--- src/rtl/instr_issue_sequencer_pkg.sv ---
// instr_issue_sequencer_pkg: phase and error encodings shared by the issue sequencer
package instr_issue_sequencer_pkg;
    typedef enum logic [1:0] {PH_DEC = 2'd0, PH_SETUP = 2'd1, PH_EXEC = 2'd2, PH_WB = 2'd3} phase_e;
    typedef enum logic [1:0] {ERR_NONE = 2'd0, ERR_ONEHOT = 2'd1, ERR_TRANS = 2'd2, ERR_ACTIVE = 2'd3} err_e;
    typedef enum logic {ST_IDLE = 1'b0, ST_RUN = 1'b1} chk_state_e;
    function automatic phase_e encode_phase(input logic [3:0] s);
        return s[3] ? PH_WB : s[2] ? PH_EXEC : s[1] ? PH_SETUP : PH_DEC;
    endfunction
endpackage

--- src/rtl/instr_issue_sequencer_issue_fifo.sv ---
// instr_issue_sequencer_issue_fifo: registered issue FIFO with wrapping pointers and occupancy count
module instr_issue_sequencer_issue_fifo #(
    parameter int DEPTH = 4,
    parameter int W     = 32
) (
    input  logic         clk,
    input  logic         reset_n,
    input  logic         i_push,
    input  logic         i_pop,
    input  logic [W-1:0] i_wdata,
    output logic [W-1:0] o_rdata,
    output logic         o_full,
    output logic         o_empty
);
    localparam int AW = $clog2(DEPTH);
    logic [W-1:0]  r_mem [DEPTH];
    logic [AW-1:0] r_wr, r_rd;
    logic [AW:0]   r_cnt;
    logic          w_push, w_pop;
    assign w_push  = i_push && !o_full;
    assign w_pop   = i_pop && !o_empty;
    assign o_full  = r_cnt == (AW+1)'(DEPTH);
    assign o_empty = r_cnt == '0;
    assign o_rdata = r_mem[r_rd];
    always_ff @(posedge clk) begin
        if (!reset_n) begin
            r_wr  <= '0;
            r_rd  <= '0;
            r_cnt <= '0;
        end else begin
            if (w_push) begin
                r_mem[r_wr] <= i_wdata;
                r_wr        <= r_wr + 1'b1;
            end
            if (w_pop) r_rd <= r_rd + 1'b1;
            r_cnt <= r_cnt + (AW+1)'(w_push) - (AW+1)'(w_pop);
        end
    end
endmodule

--- src/rtl/instr_issue_sequencer.sv ---
// instr_issue_sequencer: buffers fetched words, starts the pipeline controller and checks its phase protocol
module instr_issue_sequencer
    import instr_issue_sequencer_pkg::*;
#(
    parameter int INSTR_W = 32,
    parameter int DEPTH   = 4,
    parameter int CNT_W   = 16
) (
    input  logic               clk,
    input  logic               reset_n,
    input  logic               in_valid,
    output logic               in_ready,
    input  logic [INSTR_W-1:0] in_instr,
    input  logic               active,
    input  logic               decode_state,
    input  logic               setup_state,
    input  logic               execute_state,
    input  logic               writeback_state,
    output logic               start,
    output logic [INSTR_W-1:0] cur_instr,
    output logic               cur_valid,
    output logic [1:0]         phase,
    output logic               retire_pulse,
    output logic [CNT_W-1:0]   retire_count,
    output logic               proto_error,
    output logic [1:0]         error_code
);
    logic               w_full, w_empty, w_onehot, w_wb_done, w_run;
    logic [INSTR_W-1:0] w_head;
    logic [3:0]         w_strobes;
    phase_e             w_phase, r_prev_phase;
    err_e               w_err;
    chk_state_e         r_state, w_state_nx;
    logic               r_prev_start;

    instr_issue_sequencer_issue_fifo #(.DEPTH(DEPTH), .W(INSTR_W)) u_issue_fifo (
        .clk     (clk),
        .reset_n (reset_n),
        .i_push  (in_valid),
        .i_pop   (start),
        .i_wdata (in_instr),
        .o_rdata (w_head),
        .o_full  (w_full),
        .o_empty (w_empty)
    );

    assign w_strobes = {writeback_state, execute_state, setup_state, decode_state};
    assign w_onehot  = (w_strobes != 4'd0) && ((w_strobes & (w_strobes - 4'd1)) == 4'd0);
    assign w_phase   = w_onehot ? encode_phase(w_strobes) : PH_DEC;
    assign phase     = w_phase;
    assign in_ready  = !w_full;
    assign start     = decode_state && !active && !w_empty && !proto_error;
    assign w_wb_done = active && writeback_state;
    assign w_run     = r_state == ST_RUN;

    always_ff @(posedge clk) begin
        if (!reset_n) r_state <= ST_IDLE;
        else          r_state <= w_state_nx;
    end

    // Wrap wb->dec is arithmetically prev+1, so the "stays active into decode" case must win over code 2
    always_comb begin
        w_state_nx = active ? ST_RUN : ST_IDLE;
        w_err = !w_onehot ? ERR_ONEHOT :
                (w_run && !active && r_prev_phase != PH_WB) ||
                (w_run && active && r_prev_phase == PH_WB && w_phase == PH_DEC) ? ERR_ACTIVE :
                (w_run && active && w_phase != phase_e'(r_prev_phase + 2'd1)) ||
                (!w_run && active && !r_prev_start) ? ERR_TRANS : ERR_NONE;
    end

    always_ff @(posedge clk) begin
        if (!reset_n) begin
            r_prev_phase <= PH_DEC;
            r_prev_start <= 1'b0;
            cur_instr    <= '0;
            cur_valid    <= 1'b0;
            retire_pulse <= 1'b0;
            retire_count <= '0;
            proto_error  <= 1'b0;
            error_code   <= ERR_NONE;
        end else begin
            r_prev_phase <= w_phase;
            r_prev_start <= start;
            retire_pulse <= w_wb_done;
            if (w_wb_done) retire_count <= retire_count + 1'b1;
            if (start) begin
                cur_instr <= w_head;
                cur_valid <= 1'b1;
            end else if (w_wb_done) begin
                cur_valid <= 1'b0;
            end
            if (!proto_error && w_err != ERR_NONE) begin
                proto_error <= 1'b1;
                error_code  <= w_err;
            end
        end
    end
endmodule

--- config.mk ---
export PLATFORM = sky130hd
export DESIGN_NAME = instr_issue_sequencer
export DESIGN_NICKNAME = d
export VERILOG_FILES = /design/src/rtl/instr_issue_sequencer_pkg.sv /design/src/rtl/instr_issue_sequencer_issue_fifo.sv /design/src/rtl/instr_issue_sequencer.sv
export SDC_FILE = /design/constraint.sdc
export NUM_CORES = 1
export LEC_CHECK = 0
export ABC_AREA = 1
export CORE_MARGIN = 5
export CORE_UTILIZATION = 30
export CTS_CLUSTER_DIAMETER = 200
export DETAILED_ROUTE_END_ITERATION = 10
export SETUP_SLACK_MARGIN = 0.05
export SYNTH_ARGS = -nofsm -noshare
export SYNTH_HDL_FRONTEND = slang
export SYNTH_SLANG_ARGS = --single-unit
--- constraint.sdc ---
create_clock -name clk -period 2.3 [get_ports clk]
set_input_delay 0.345 -clock clk [delete_from_list [all_inputs] [get_ports clk]]
set_output_delay 0.345 -clock clk [all_outputs]
set_load 0.03 [all_outputs]
Word-level counts from Yosys, hierarchy flattened

Memory sizes are Yosys's and may differ from the RTL's. A register that Yosys moved wholly into a read port is not among the register bits.
Cells that the tools add are included.

Bits of input ports: 40
Bits in registers: 32
Word-level logic and storage cells: 68
Memories: 1
Bits in writable memories: 128

Memories:

| memory             | words | bits a word | read ports | clocked after memory_dff | wr ports | line                                   | text |
|---|---|---|---|---|---|---|---|
| u_issue_fifo.r_mem | 4     | 32          | 1          | 1                        | 1        | instr_issue_sequencer_issue_fifo.sv:16 | `logic [W-1:0] r_mem [DEPTH];` |

Reduce and logical (&&, ||, !) cells: 31
Bitwise operators: 1
Mux-type cells: 13
Equality and inequality tests: 4
$add $sub $neg: 7

Operator list:

| kind                                             | count |
|---|---|
| adder 16 x 1 -> 16 bit, second input constant    | 1 |
| logical AND 1 bit                                | 16 |
| two-way mux 2 bit                                | 6 |
| logical NOT 1 bit                                | 7 |
| two-way mux 1 bit                                | 7 |
| adder 2 x 1 -> 2 bit, second input constant      | 3 |
| bitwise AND 4 bit                                | 1 |
| logical NOT 4 bit                                | 1 |
| nonzero test 2 bit                               | 2 |
| nonzero test 4 bit                               | 1 |
| subtractor 4 x 1 -> 4 bit, second input constant | 1 |
| adder 3 x 1 -> 3 bit                             | 1 |
| equality test 3 bit, second input constant       | 1 |
| logical NOT 3 bit                                | 1 |
| subtractor 3 x 1 -> 3 bit                        | 1 |
| equality test 2 bit, second input constant       | 1 |
| logical NOT 2 bit                                | 1 |
| logical OR 1 bit                                 | 2 |
| inequality test 2 bit                            | 1 |
| inequality test 2 bit, second input constant     | 1 |

Depth between registers and ports, before layout

Depth in word-level cells: 13
Depth in mapped cells: 12
Depth with buffers taken out: 12

By module

From an unflattened synthesis, not the netlist that was laid out.

Cells, all modules: 700
Area, all modules: 7652.3 um^2

Modules (own cells, without submodules):

| module                           | cells each | seq. area each (um^2) | times used | area an instance (um^2) |
|---|---|---|---|---|
| instr_issue_sequencer_issue_fifo | 379        | 4023.9                | 1          | 5267.6 |
| instr_issue_sequencer            | 321        | 1141.1                | 1          | 2384.8 |

Worst setup path after synthesis

Ideal clock, no wire load.

Path type: register to register
From: register u_issue_fifo.r_cnt[1]
To: memory u_issue_fifo.r_mem[0][0] (enable)
Data required time: 1879 ps
Library setup time: 421 ps
Stages on the path, launching flop included: 7
Arrival time: 2395 ps
Period minus slack after synthesis: 2816 ps
Path slack: -516 ps
Cells stage by stage: dfxtp_1 > nor2_1 > nand2_1 > nand2_1 > inv_1 > nand2_1 > nor2_1

Word-level cells in the longest chain between the ends: 6

RTL lines:

| what                                    | line                                   | text |
|---|---|---|
| start: declaration                      | instr_issue_sequencer_issue_fifo.sv:18 | `logic [AW:0] r_cnt;` |
| start signal: assignment                | instr_issue_sequencer_issue_fifo.sv:36 | `r_cnt <= r_cnt + (AW+1)'(w_push) - (AW+1)'(w_pop);` |
| equality test 3 bit                     | instr_issue_sequencer_issue_fifo.sv:22 | `assign o_full = r_cnt == (AW+1)'(DEPTH);` |
| logical NOT 1 bit                       | n/a                                    |  |
| net in_ready                            | instr_issue_sequencer.sv:12            | `output logic in_ready,` |
| logical AND 1 bit                       | instr_issue_sequencer_issue_fifo.sv:20 | `assign w_push = i_push && !o_full;` |
| net u_issue_fifo.w_push                 | instr_issue_sequencer_issue_fifo.sv:19 | `logic w_push, w_pop;` |
| two-way mux 1 bit                       | instr_issue_sequencer_issue_fifo.sv:31 | `if (w_push) begin` |
| two-way mux 1 bit                       | instr_issue_sequencer_issue_fifo.sv:26 | `if (!reset_n) begin` |
| two-way mux 1 bit (not written as such) | instr_issue_sequencer_issue_fifo.sv:32 | `r_mem[r_wr] <= i_wdata;` |
| end: declaration                        | instr_issue_sequencer_issue_fifo.sv:16 |  |

The timed path passes the listed nets, and every way through them passes these cells.

Worst setup path after layout

From: input decode_state
To: output start

Word-level cells in the longest chain between the ends: 3

RTL lines:

| what                           | line                        | text |
|---|---|---|
| start: declaration             | instr_issue_sequencer.sv:15 | `input logic decode_state,` |
| logical AND 1 bit (3 in a row) | instr_issue_sequencer.sv:52 | `assign start = decode_state && !active && !w_empty && !proto_error;` |
| end: declaration               | instr_issue_sequencer.sv:19 | `output logic start,` |

No other way between the ends.

==> reports/qor_table.md <==
| Item | Value | Unit |
|---|---|---|
| Run status | complete, no violations | - |
| Biggest fanout along the worst timing path | 6 | - |
| Post-layout nets | 833 | - |
| Total vias in the final route | 5142 | - |
| Syn_area_per_cell | 10.9 | um^2 |
| Buffers inserted by post-CTS timing repair | 0 | - |
| Final Hold Vio Count | 0 | - |
| Post-Route Skew | 0.00969 | ns |
| Arrival time at the worst endpoint | 1.75 | ns |
| Setup repair after global routing missed its margin | false | - |
| WP data required | 1.96 | ns |
| Total Negative Setup Slacks | 0 | ns |
| Number of gates given a new drive strength after cts | 0 | - |
| Actual slew at the worst max-slew pin | 0.714 | ns |
| Number of distinct standard cells referenced by the synthesized netlist | 28 | - |
| Num CTS Buffers | 17 | - |
| Final worst hold slack | 0.249 | ns |
| CTS H-Tree Depth | 4 | - |
| Fmax | 0.476 | GHz |
| Overflow after GRT | 0 | - |
| Crit path launch type | input port | - |
| Placer congestion estimate | 0.769 | - |
| Vias per Instance | 4.58 | - |
| Half-perimeter wire length after detailed placement | 10500 | um |
| Warnings, synthesis | 0 | - |
| Aggregate routed wire length | 17000 | um |
| Wirelength per Cell | 15.2 | um |
| Period minus WS final | 2.10 | ns |
| Post-route fraction of the period consumed by the critical path | 91.3 | % |
| Number of remaining DRC errors | 0 | - |
| Full die area | 28000 | um^2 |
| Maximum number of pins on one net before global-route repair | 66 | - |
| Number of iterations in the first detailed-routing pass | 4 | - |
| Vias in the first global route | 4958 | - |
| CTS Hold Buffers Added | 0 | - |
| Synth Register Bits | 192 | - |
| Most common library cell in the layout ignoring fill and taps | sky130_fd_sc_hd__nor2_1 | - |
| Library cell occupying the most area in the post-synthesis netlist | sky130_fd_sc_hd__edfxtp_1 | - |
| Synthesized instance count | 681 | - |
| Maximum clock path buffer count | 2 | - |
| Antenna violations before repair | 2 | - |
| Source-to-sink clock delay at the later pin of the worst-skew pair | 0.43 | ns |
| Count of clock tree sinks | 192 | - |
| Share of layout cells above drive strength 1 | 9.66 | % |
| Number of buffers inserted by port buffering | 96 | - |
| Setup-failing EPs final | 0 | - |
| Worst setup path category | input port to output port | - |
| Max-cap violation count | 0 | - |
| Die X-Extent | 167 | um |
| Setup crit end kind | output port | - |
| Detailed router's first-iteration violation count | 354 | - |
| Biggest area contributors in the synthesized netlist | sky130_fd_sc_hd__edfxtp_1 (52%), sky130_fd_sc_hd__dfxtp_1 (17%), sky130_fd_sc_hd__nor2_1 (7.5%), sky130_fd_sc_hd__o21ai_0 (7.5%), sky130_fd_sc_hd__a31oi_1 (2.7%) | - |
| Cell Rows | 57 | - |
| Filler Cells Inserted | 2339 | - |
| Highest-count cells in the layout ignoring fill and taps | sky130_fd_sc_hd__nor2_1 (145), sky130_fd_sc_hd__edfxtp_1 (128), sky130_fd_sc_hd__o21ai_0 (111) | - |
| Initial standard-cell utilization of the core | 30.5 | % |
| Final cell utilization of the core | 39.1 | % |
| Synth Net Count | 730 | - |
| Clk root buf | sky130_fd_sc_hd__clkbuf_16 | - |
| Number of max-slew violations in the final report | 0 | - |
| Area fraction of the dominant cell type after synthesis | 51.8 | % |
| Die H | 167 | um |
| Global-route wire length before repair | 26700 | um |
| Register area share after synthesis | 69.1 | % |
| Power density over cell area | 852 | nW/um^2 |
| CTS tree | yes | - |
| Core box area | 24300 | um^2 |
| Worst Hold Class | input port to flop | - |
| Cell area after synthesis | 7410 | um^2 |
| Synthesis-to-layout area growth | 28.2 | % |
| Normalized max-slew margin | 52.4 | % |
| Clock-pin slew on the worst setup and hold paths | 0.07 | ns |
| Leakage | 3.37 | nW |
| Total routing resource utilization after global routing | 12.1 | % |
| I/O pins | 97 | - |
| Remaining number of nets flagged by the antenna check after routing | 0 | - |
| Maximum VDD drop | 0.385 | mV |
## path summary, 6_finish.rpt
path	from	end	slack (ns)	cells after the start
setup / recovery	decode_state	start	0.20	6
hold / removal	reset_n	r_state$_SDFF_PN0_	0.25	3
setup reg to reg	u_issue_fifo.r_cnt[1]$_SDFF_PN0_	u_issue_fifo.r_cnt[2]$_SDFF_PN0_	0.30	10
hold reg to reg	error_code[1]$_SDFFE_PN0P_	error_code[1]$_SDFFE_PN0P_	0.45	2
## routing by layer
layer  part of all wire (%)  GRT usage [%]  vias up
li1                       -              -     2562
met1                     47           15.3     2453
met2                     46           20.1      105
met3                    4.5           3.32       20
met4                    1.7           3.74        2
met5                  0.065              0        -
## worst max-delay path, cell delays in order
cell                              delay, ns
sky130_fd_sc_hd__clkdlybuf4s50_1       0.50
sky130_fd_sc_hd__inv_1                 0.07
sky130_fd_sc_hd__buf_4                 0.14
sky130_fd_sc_hd__nor4_2                0.28
sky130_fd_sc_hd__buf_4                 0.24
sky130_fd_sc_hd__buf_4                 0.18
## synthesized netlist by cell type (all sizes together)
cell type / instances
xnor2: 3
clkbuf: 26
nand4: 2
nor3b: 2
nor2: 154
nor4: 2
dfxtp: 64
a31oi: 32
nor3: 6
buf: 8
a21oi: 20
inv: 50
ha: 8
nand3: 10
o21ai: 111
fa: 1
nand2: 51
clkinv: 1
o21a: 2
edfxtp: 128
## sequential cells by signal, summed over array words and instances, names as in the netlist
signal and count:
u_issue_fifo.r_wr 2, retire_count 16, proto_error 1, retire_pulse 1, u_issue_fifo.r_mem 128, r_state 1, u_issue_fifo.r_cnt 3, cur_instr 32
r_prev_start 1, error_code 2, cur_valid 1, u_issue_fifo.r_rd 2, r_prev_phase 2
## power breakdown
part | switching, W | internal (W) | leakage [nW]
registers | 0.000102 | 0.00392 | 1.68
clock network | 0.00142 | 0.00149 | 0.285
logic | 0.000728 | 0.000439 | 1.40
total | 0.00225 | 0.00584 | 3.37
## layout make-up
class                      count  area (um^2)  share of cell area, %
antenna                        1         2.50                 0.0263
clock buffer                  19          443                   4.66
clock inverter                13          145                   1.53
inverter                      51          191                   2.01
multi-input combinational    404         2000                   21.1
sequential                   192         5130                   53.9
tap                          324          405                   4.27
timing repair buffer         118         1190                   12.5
## cells by family after synthesis
kind of cell	after synthesis	share of synthesized area, %
simple gates	227	12.8
fa+ha+maj	9	1.62
xor+xnor	3	0.354
buf+inv	85	4.39
compound gates	165	11.7
flops	192	69.1
## metrics by stage
stage | power, W | std cells | setup WS, ns | cell area [um^2]
after floorplan | 0.00475 | 681 | -0.0334 | 7420
after global placement | 0.00526 | 1089 | -0.141 | 8910
after detailed placement | 0.00528 | 1089 | -0.132 | 8910
after CTS | 0.00820 | 1121 | 0.216 | 9500
after global routing | 0.00846 | 1122 | 0.145 | 9500
final | 0.00809 | 1122 | 0.200 | 9500
Note: power is estimated with default switching activity, not from simulation.
